===== config.mk =====
export PLATFORM = sky130hd
export DESIGN_NAME = mtime_counter
export DESIGN_NICKNAME = d
export VERILOG_FILES = /design/src/rtl/mtime_pkg.sv /design/src/rtl/mtime_prescaler.sv /design/src/rtl/mtime_counter.sv
export SDC_FILE = /design/constraint.sdc
export NUM_CORES = 1
export LEC_CHECK = 0
export CAP_MARGIN = 20
export CELL_PAD_IN_SITES_DETAIL_PLACEMENT = 1
export CELL_PAD_IN_SITES_GLOBAL_PLACEMENT = 2
export CORE_MARGIN = 2
export CORE_UTILIZATION = 33
export DETAILED_ROUTE_END_ITERATION = 10
export GPL_TIMING_DRIVEN = 0
export PLACE_DENSITY_LB_ADDON = 0.1
export SYNTH_ARGS = -nofsm -noshare
export SYNTH_HDL_FRONTEND = slang
export SYNTH_SLANG_ARGS = --single-unit

===== constraint.sdc =====
create_clock -name clk -period 3.6 [get_ports clk]
set_input_delay 0.36 -clock clk [delete_from_list [all_inputs] [get_ports clk]]
set_output_delay 0.36 -clock clk [all_outputs]
set_load 0.05 [all_outputs]

===== src/rtl/mtime_pkg.sv =====
// Shared definitions for the machine-time counter and its consumers.
//   MTIME_W       : width of the mtime bus (also used by the compare block)
//   OFF_*         : register offsets within the 16-byte control region
//   CTRL_*        : bit positions inside the CTRL register
package mtime_pkg;

   localparam int unsigned MTIME_W = 48;

   localparam logic [3:0] OFF_CTRL     = 4'h0;
   localparam logic [3:0] OFF_DIV      = 4'h4;
   localparam logic [3:0] OFF_MTIME_LO = 4'h8;
   localparam logic [3:0] OFF_MTIME_HI = 4'hC;

   localparam int unsigned CTRL_EN  = 0;
   localparam int unsigned CTRL_CLR = 1;
   localparam int unsigned CTRL_OVF = 2;

endpackage


===== src/rtl/mtime_prescaler.sv =====
// Prescaler for the machine-time counter.
//   clk, rst_n : clock and asynchronous active-low reset
//   div        : terminal count value (period is div+1 cycles)
//   en         : count enable (EN && !stall); presc holds while low
//   clr        : synchronous zeroing of presc, overrides counting
//   terminal   : combinational, high when en and presc == div
module mtime_prescaler #(
   parameter int unsigned DIV_W = 16
) (
   input  logic             clk,
   input  logic             rst_n,
   input  logic [DIV_W-1:0] div,
   input  logic             en,
   input  logic             clr,
   output logic             terminal
);

   logic [DIV_W-1:0] presc_q, presc_d;

   assign terminal = en && (presc_q == div);

   always_comb begin
      presc_d = presc_q;
      if (clr) begin
         presc_d = '0;
      end else if (terminal) begin
         presc_d = '0;
      end else if (en) begin
         presc_d = presc_q + DIV_W'(1);
      end
   end

   always_ff @(posedge clk or negedge rst_n) begin
      if (!rst_n) begin
         presc_q <= '0;
      end else begin
         presc_q <= presc_d;
      end
   end

endmodule


===== src/rtl/mtime_counter.sv =====
// Free-running 48-bit machine-time counter with programmable prescaler and a
// small memory-mapped control region (CTRL, DIV, MTIME_LO, MTIME_HI).
//   clk, rst_n          : clock and asynchronous active-low reset
//   mem_addr/wdata/we/re: simple single-cycle bus access
//   mem_rdata           : combinational read data, 0 unless selected and read
//   stall               : debug halt, freezes prescaler and counter
//   mtime               : registered counter value to the compare block
//   tick                : one-cycle pulse when mtime shows a new increment
module mtime_counter
   import mtime_pkg::*;
#(
   parameter logic [31:0]      BASE_ADDR = 32'h4000_2010,
   parameter int unsigned      DIV_W     = 16,
   parameter logic [DIV_W-1:0] DIV_RESET = '0
) (
   input  logic               clk,
   input  logic               rst_n,
   input  logic [31:0]        mem_addr,
   input  logic [31:0]        mem_wdata,
   input  logic               mem_we,
   input  logic               mem_re,
   output logic [31:0]        mem_rdata,
   input  logic               stall,
   output logic [MTIME_W-1:0] mtime,
   output logic               tick
);

   logic [MTIME_W-1:0] mtime_q, mtime_d;
   logic               tick_q, tick_d;
   logic               en_q, en_d;
   logic               ovf_q, ovf_d;
   logic [DIV_W-1:0]   div_q, div_d;
   logic [15:0]        hi_snap_q, hi_snap_d;

   logic       addr_match;
   logic [3:0] off;
   logic       wr, rd;
   logic       wr_ctrl, wr_div, wr_lo, wr_hi, wr_clr;
   logic       sw_load;
   logic       terminal;
   logic       inc;
   logic       wrap;

   assign addr_match = (mem_addr[31:4] == BASE_ADDR[31:4]);
   assign off        = mem_addr[3:0];
   assign wr         = mem_we && addr_match;
   assign rd         = mem_re && addr_match;

   assign wr_ctrl = wr && (off == OFF_CTRL);
   assign wr_div  = wr && (off == OFF_DIV);
   assign wr_lo   = wr && (off == OFF_MTIME_LO);
   assign wr_hi   = wr && (off == OFF_MTIME_HI);
   assign wr_clr  = wr_ctrl && mem_wdata[CTRL_CLR];

   // Any software update of the count state restarts the prescaler and
   // takes priority over a coinciding terminal count.
   assign sw_load = wr_clr || wr_div || wr_lo || wr_hi;

   mtime_prescaler #(
      .DIV_W (DIV_W)
   ) u_prescaler (
      .clk      (clk),
      .rst_n    (rst_n),
      .div      (div_q),
      .en       (en_q && !stall),
      .clr      (sw_load),
      .terminal (terminal)
   );

   assign inc  = terminal && !sw_load;
   assign wrap = inc && (mtime_q == '1);

   always_comb begin
      mtime_d   = mtime_q;
      tick_d    = inc;
      en_d      = en_q;
      ovf_d     = ovf_q;
      div_d     = div_q;
      hi_snap_d = hi_snap_q;

      if (wr_clr) begin
         mtime_d = '0;
      end else if (wr_lo || wr_hi) begin
         if (wr_lo) mtime_d[31:0]  = mem_wdata;
         if (wr_hi) mtime_d[47:32] = mem_wdata[15:0];
      end else if (inc) begin
         mtime_d = mtime_q + MTIME_W'(1);
      end

      if (wr_ctrl) begin
         en_d = mem_wdata[CTRL_EN];
         if (mem_wdata[CTRL_OVF]) ovf_d = 1'b0;
      end
      // Hardware set beats a same-cycle W1C.
      if (wrap) ovf_d = 1'b1;

      if (wr_div) div_d = mem_wdata[DIV_W-1:0];

      // Reading LO freezes the upper half so a following HI read is tear-free.
      if (rd && (off == OFF_MTIME_LO)) hi_snap_d = mtime_q[47:32];
   end

   always_ff @(posedge clk or negedge rst_n) begin
      if (!rst_n) begin
         mtime_q   <= '0;
         tick_q    <= 1'b0;
         en_q      <= 1'b1;
         ovf_q     <= 1'b0;
         div_q     <= DIV_RESET;
         hi_snap_q <= '0;
      end else begin
         mtime_q   <= mtime_d;
         tick_q    <= tick_d;
         en_q      <= en_d;
         ovf_q     <= ovf_d;
         div_q     <= div_d;
         hi_snap_q <= hi_snap_d;
      end
   end

   always_comb begin
      mem_rdata = '0;
      if (rd) begin
         case (off)
            OFF_CTRL:     mem_rdata = {29'h0, ovf_q, 1'b0, en_q};
            OFF_DIV:      mem_rdata = 32'(div_q);
            OFF_MTIME_LO: mem_rdata = mtime_q[31:0];
            OFF_MTIME_HI: mem_rdata = {16'h0, hi_snap_q};
            default:      mem_rdata = '0;
         endcase
      end
   end

   assign mtime = mtime_q;
   assign tick  = tick_q;

endmodule

==> results.md <==
| Result | Reported |
|---|---|
| GPL Wtd Cong | 0.871 |
| Synth Net Count | 822 |
| Crit Path Class | primary input to output pin |
| Worst hold slack after final layout | -5.01 ps |
| Number of buffers and inverters on the critical path | 3 |
| Wire length of the first global-routing pass | 43200 um |
| Area grow syn2layout | 31.5% |
| Most area-consuming cells after synthesis | dfrtp_1 (37%), mux2_2 (5.9%), a21oi_1 (5.3%), o31ai_1 (5.2%), nor2_1 (4.1%) |
| Max-slew headroom at the worst pin | 32.6% |
| Reported max-cap violation count | 0 |
| Number of diodes added for antenna fixing | 0 |
| WL per Instance | 23.3 um |
| Worst supply voltage drop on vdd | 0.256 mV |
| Worst setup path startpoint | mem_addr[18] |
| Fraction of registers with async set or reset after synthesis | 100% |
| Clock tree from TritonCTS | built |
| Insertion delay to the later sink of the worst-skew pair | 360 ps |
| Setup repair after global routing missed its margin | false |
| Detailed-route via count | 6835 |
| Number of enable-type register cells in the synthesized netlist | 0 |
| Mux cell area share after synthesis | 9.02% |
| Initial drt markers | 379 |
| Final-report hold violation count | 2 |
| Power density of the placed cells | 266 mW/mm^2 |
| Effective utilization at floorplan | 33.9% |
| Combinational family with the most area after synthesis | simple AND/OR/NAND/NOR gates |
| Number of nets in the finished design | 981 |
| Count of cell types in the netlist | 60 |
| Simple-Gate Fraction of Synth Area | 27.2% |
| Violated checks | negative hold slack |
| Global Route Usage Sum | 25.8% |
| Maximum count of clock buffers along a single path | 2 |
| Fmax | 290 MHz |
| I/O Pins | 150 |
| Accumulated negative setup slack | 0 ps |
| Reported leakage power | 3.54 nW |
| Chip height | 146 um |
| Worst endpoint data arrival time | 3090 ps |
| Post-synthesis compound-gate area fraction | 18.9% |
| Total congestion overflow | 0 |
| CTS Hold Bufs | 0 |
| Launching point of the worst reg2reg path | u_prescaler.presc_q[13] |
| Number of cells produced by synthesis | 751 |
| Remaining number of nets flagged by the antenna check after routing | 0 |
| Number of design rule violations left after detail routing | 0 |
| Number of storage elements in the synthesis netlist | 99 |
| H-tree depth | 3 |
| Actual transition at the worst max-transition pin | 1000 ps |
| CP Cell Sequence | clkdlybuf4s50_1 > nor4_4 > nand3_1 > nor2_1 > nand2_1 > clkbuf_1 > nor2_1 > clkdlybuf4s50_1 |
| Largest net degree at the start of global routing | 65 |
| Run status | finished with violations |
| TritonCTS buffer count | 9 |
| Skew final | 11.0 ps |
| Critical Path RT | 3240 ps |
| Via count of the first global-routing pass | 7217 |
| Post-synthesis cell type with the largest combined area | dfrtp_1 |
| Post-CTS clock slew at the launch and capture registers of the worst setup and hold paths | 70 ps |
| Row cnt | 51 |
| Fraction of layout instances using a drive strength above 1 | 12.6% |
| Synthesized area per cell | 8.85 sq um |
| Max Fanout on Critical Path | 10 |
| Final critical delay including setup and external delays | 3450 ps |
| Total wirelength of the detailed-routed design | 27600 um |
| Worst setup SP type | primary input |
| Adder and majority cell fraction of the synthesized area | 0.377% |
| Element type at the critical path end | output pin |
| Commonest register cell after synthesis | dfrtp_1 |
| Number of pins exceeding their max-slew limit in the final report | 0 |
| Total iterations of the first detailed-routing run | 5 |
| Port-buffer cells | 147 |
| Placed instance count | 1164 |
| Post-synthesis sequential area ratio | 37.3% |
| Summed instance area of the synthesized netlist | 0.00664 sq mm |
| Area share of xor/xnor cells in the synthesized design | 3.03% |
| Routed via count divided by cell count | 5.79 |
| Slowest cell on crit path | clkdlybuf4s50_1 |
| Initial antenna violation count | 0 |
| Largest stage delay on the critical path | 820 ps |
| Overall die area | 0.0213 sq mm |
| Count of synthesis-stage warnings from yosys | 0 |
| Clock net sink count | 99 |
| HPWL reported at the end of detailed placement | 20700 um |
| Cell family with most CP delay | buffers and inverters |
| Number of cells in the finished layout apart from fillers | 1180 |
| Fraction of synthesized cell area taken by the top area cell type | 36.9% |
| Die extent in x | 146 um |
| Post-Route Utilization | 44.6% |
| Master cell of the clock root buffer | clkbuf_16 |
| Final total power | 2.33 mW |
| Setup-violating endpoint count in the final report | 0 |
| Worst Hold Class | primary input to async pin |
| Core Area | 0.0196 sq mm |
| Placed Area | 0.00847 sq mm |
| Total non-filler cell area in the finished layout | 0.00874 sq mm |
| Final period utilization | 95.7% |
[cell usage in the layout, fill, tap and decap left out, drive strengths merged, types with 6 or more instances in the layout]
cell type	Yosys	final
nand2	34	34
buf	14	16
clkdlybuf4s50	0	122
o31ai	46	46
nor2b	10	10
nor3	27	27
xor2	8	8
nand3	19	19
a21oi	71	71
xnor2	15	15
a32oi	6	6
nor2	72	72
dfrtp	98	98
nand4	21	21
mux2i	16	16
dlymetal6s2s	0	9
mux2	35	35
and2	22	22
inv	10	12
nor4	33	33
and3	21	21
o21ai	57	57
clkbuf	39	65
or3	9	9
and4	7	7
a31oi	14	14
[routing by layer]
| metal | part of all wire [%] | wire (um) | track usage [%] | vias to the layer above |
|---|---|---|---|---|
| met3 | 5.5 | 1530 | 5.02 | 38 |
| met2 | 48 | 13100 | 42.9 | 205 |
| met5 | 0 | 0 | 0 | - |
| li1 | - | - | - | 3136 |
| met1 | 45 | 12300 | 34.4 | 3456 |
| met4 | 2.0 | 546 | 6.91 | 0 |
[state kept, by name, summed over array words and instances (netlist names)]
register	cells
mtime	48
div_q	16
hi_snap_q	16
u_prescaler.presc_q	16
en_q	1
ovf_q	1
tick	1
[through the flow]
step | hold slack (ps) | worst slack [ps]
5_1_grt | 24.4 | 10.4
4_1_cts | 5.42 | 20.4
3_3_place_gp | 490 | -2010
2_1_floorplan | 64.4 | 1050
3_5_place_dp | 388 | -554
6_report | -5.01 | 154
[worst reg2reg max path: stages, from the launching register on]
cell and delay, ps:
dfrtp_1 440, xnor2_1 370, nand3_1 220, nor4_1 600, a2bb2oi_1 440, clkbuf_1 400
o31ai_1 350, o21ai_0 140
[what timing repair did]
item                                    4_1_cts  5_1_grt
gates cloned                                  0        0
endpoints found under the setup margin       25       24
resized for setup                            20       39
endpoints found under the hold margin         0        0
setup buffers                                 0        0
[area by class of cell]
class                   count  area [sq um]
inverters                  10          37.5
multi-input cells         589          3890
clock buffers              11           253
fillers                  2323         10900
plain buffers              53           240
flip-flops and latches     99          2480
clock inverters             5          57.6
repair buffers            148          1440
well taps                 265           332
[logic make-up (layout without fill, tap and decap cells)]
family,Yosys count,after routing
buffers and inverters,63,227
DFF,99,99
AOI/OAI and AO/OA,209,209
and+or+nand+nor,302,302
xor gates and xnor gates,23,23
adders and majority gates,2,2
muxes,53,53
[power breakdown]
part | switching, mW | internal, mW | total [mW]
registers | 0.00000000859 | 1.11 | 1.11
logic | 0.0812 | 0.0789 | 0.160
clock network | 0.474 | 0.581 | 1.05
total | 0.555 | 1.77 | 2.33
[cells in the mapped netlist, types with 2 or more instances]
master	n
dfrtp_1	98
nor2_1	72
a21oi_1	71
o21ai_0	52
o31ai_1	46
clkbuf_1	36
mux2_2	35
nand2_1	34
nor3_1	25
nor4_1	24
and2_1	21
and3_1	21
nand3_1	19
nand4_1	17
mux2i_1	16
xnor2_1	15
a31oi_1	14
inv_1	10
nor2b_1	10
buf_2	8
or3_1	8
xor2_1	8
and4_1	7
a32oi_1	6
nor4_4	6
nor3b_1	5
o21ai_1	5
nor4b_1	4
or4_1	4
a22o_1	3
a22oi_1	3
clkbuf_2	3
nand2b_1	3
nand4_2	3
nand4b_1	3
nor4_2	3
or2_2	3
and4b_1	2
buf_1	2
buf_4	2
buf_6	2
ha_1	2
mux4_2	2
nor3_2	2
[final timing paths]
| check | to | slack [ps] | cells after the start |
|---|---|---|---|
| setup / recovery | mem_rdata[11] | 150 | 8 |
| max in group asynchronous | mtime[6] | 2880 | 2 |
| setup reg to reg | mtime[38] | 490 | 7 |
| min in group clk | hi_snap_q[5] | 510 | 1 |
| hold reg to reg | hi_snap_q[5] | 510 | 1 |
| hold / removal | div_q[3] | -5 | 1 |
(Power assumes the default switching activity.)
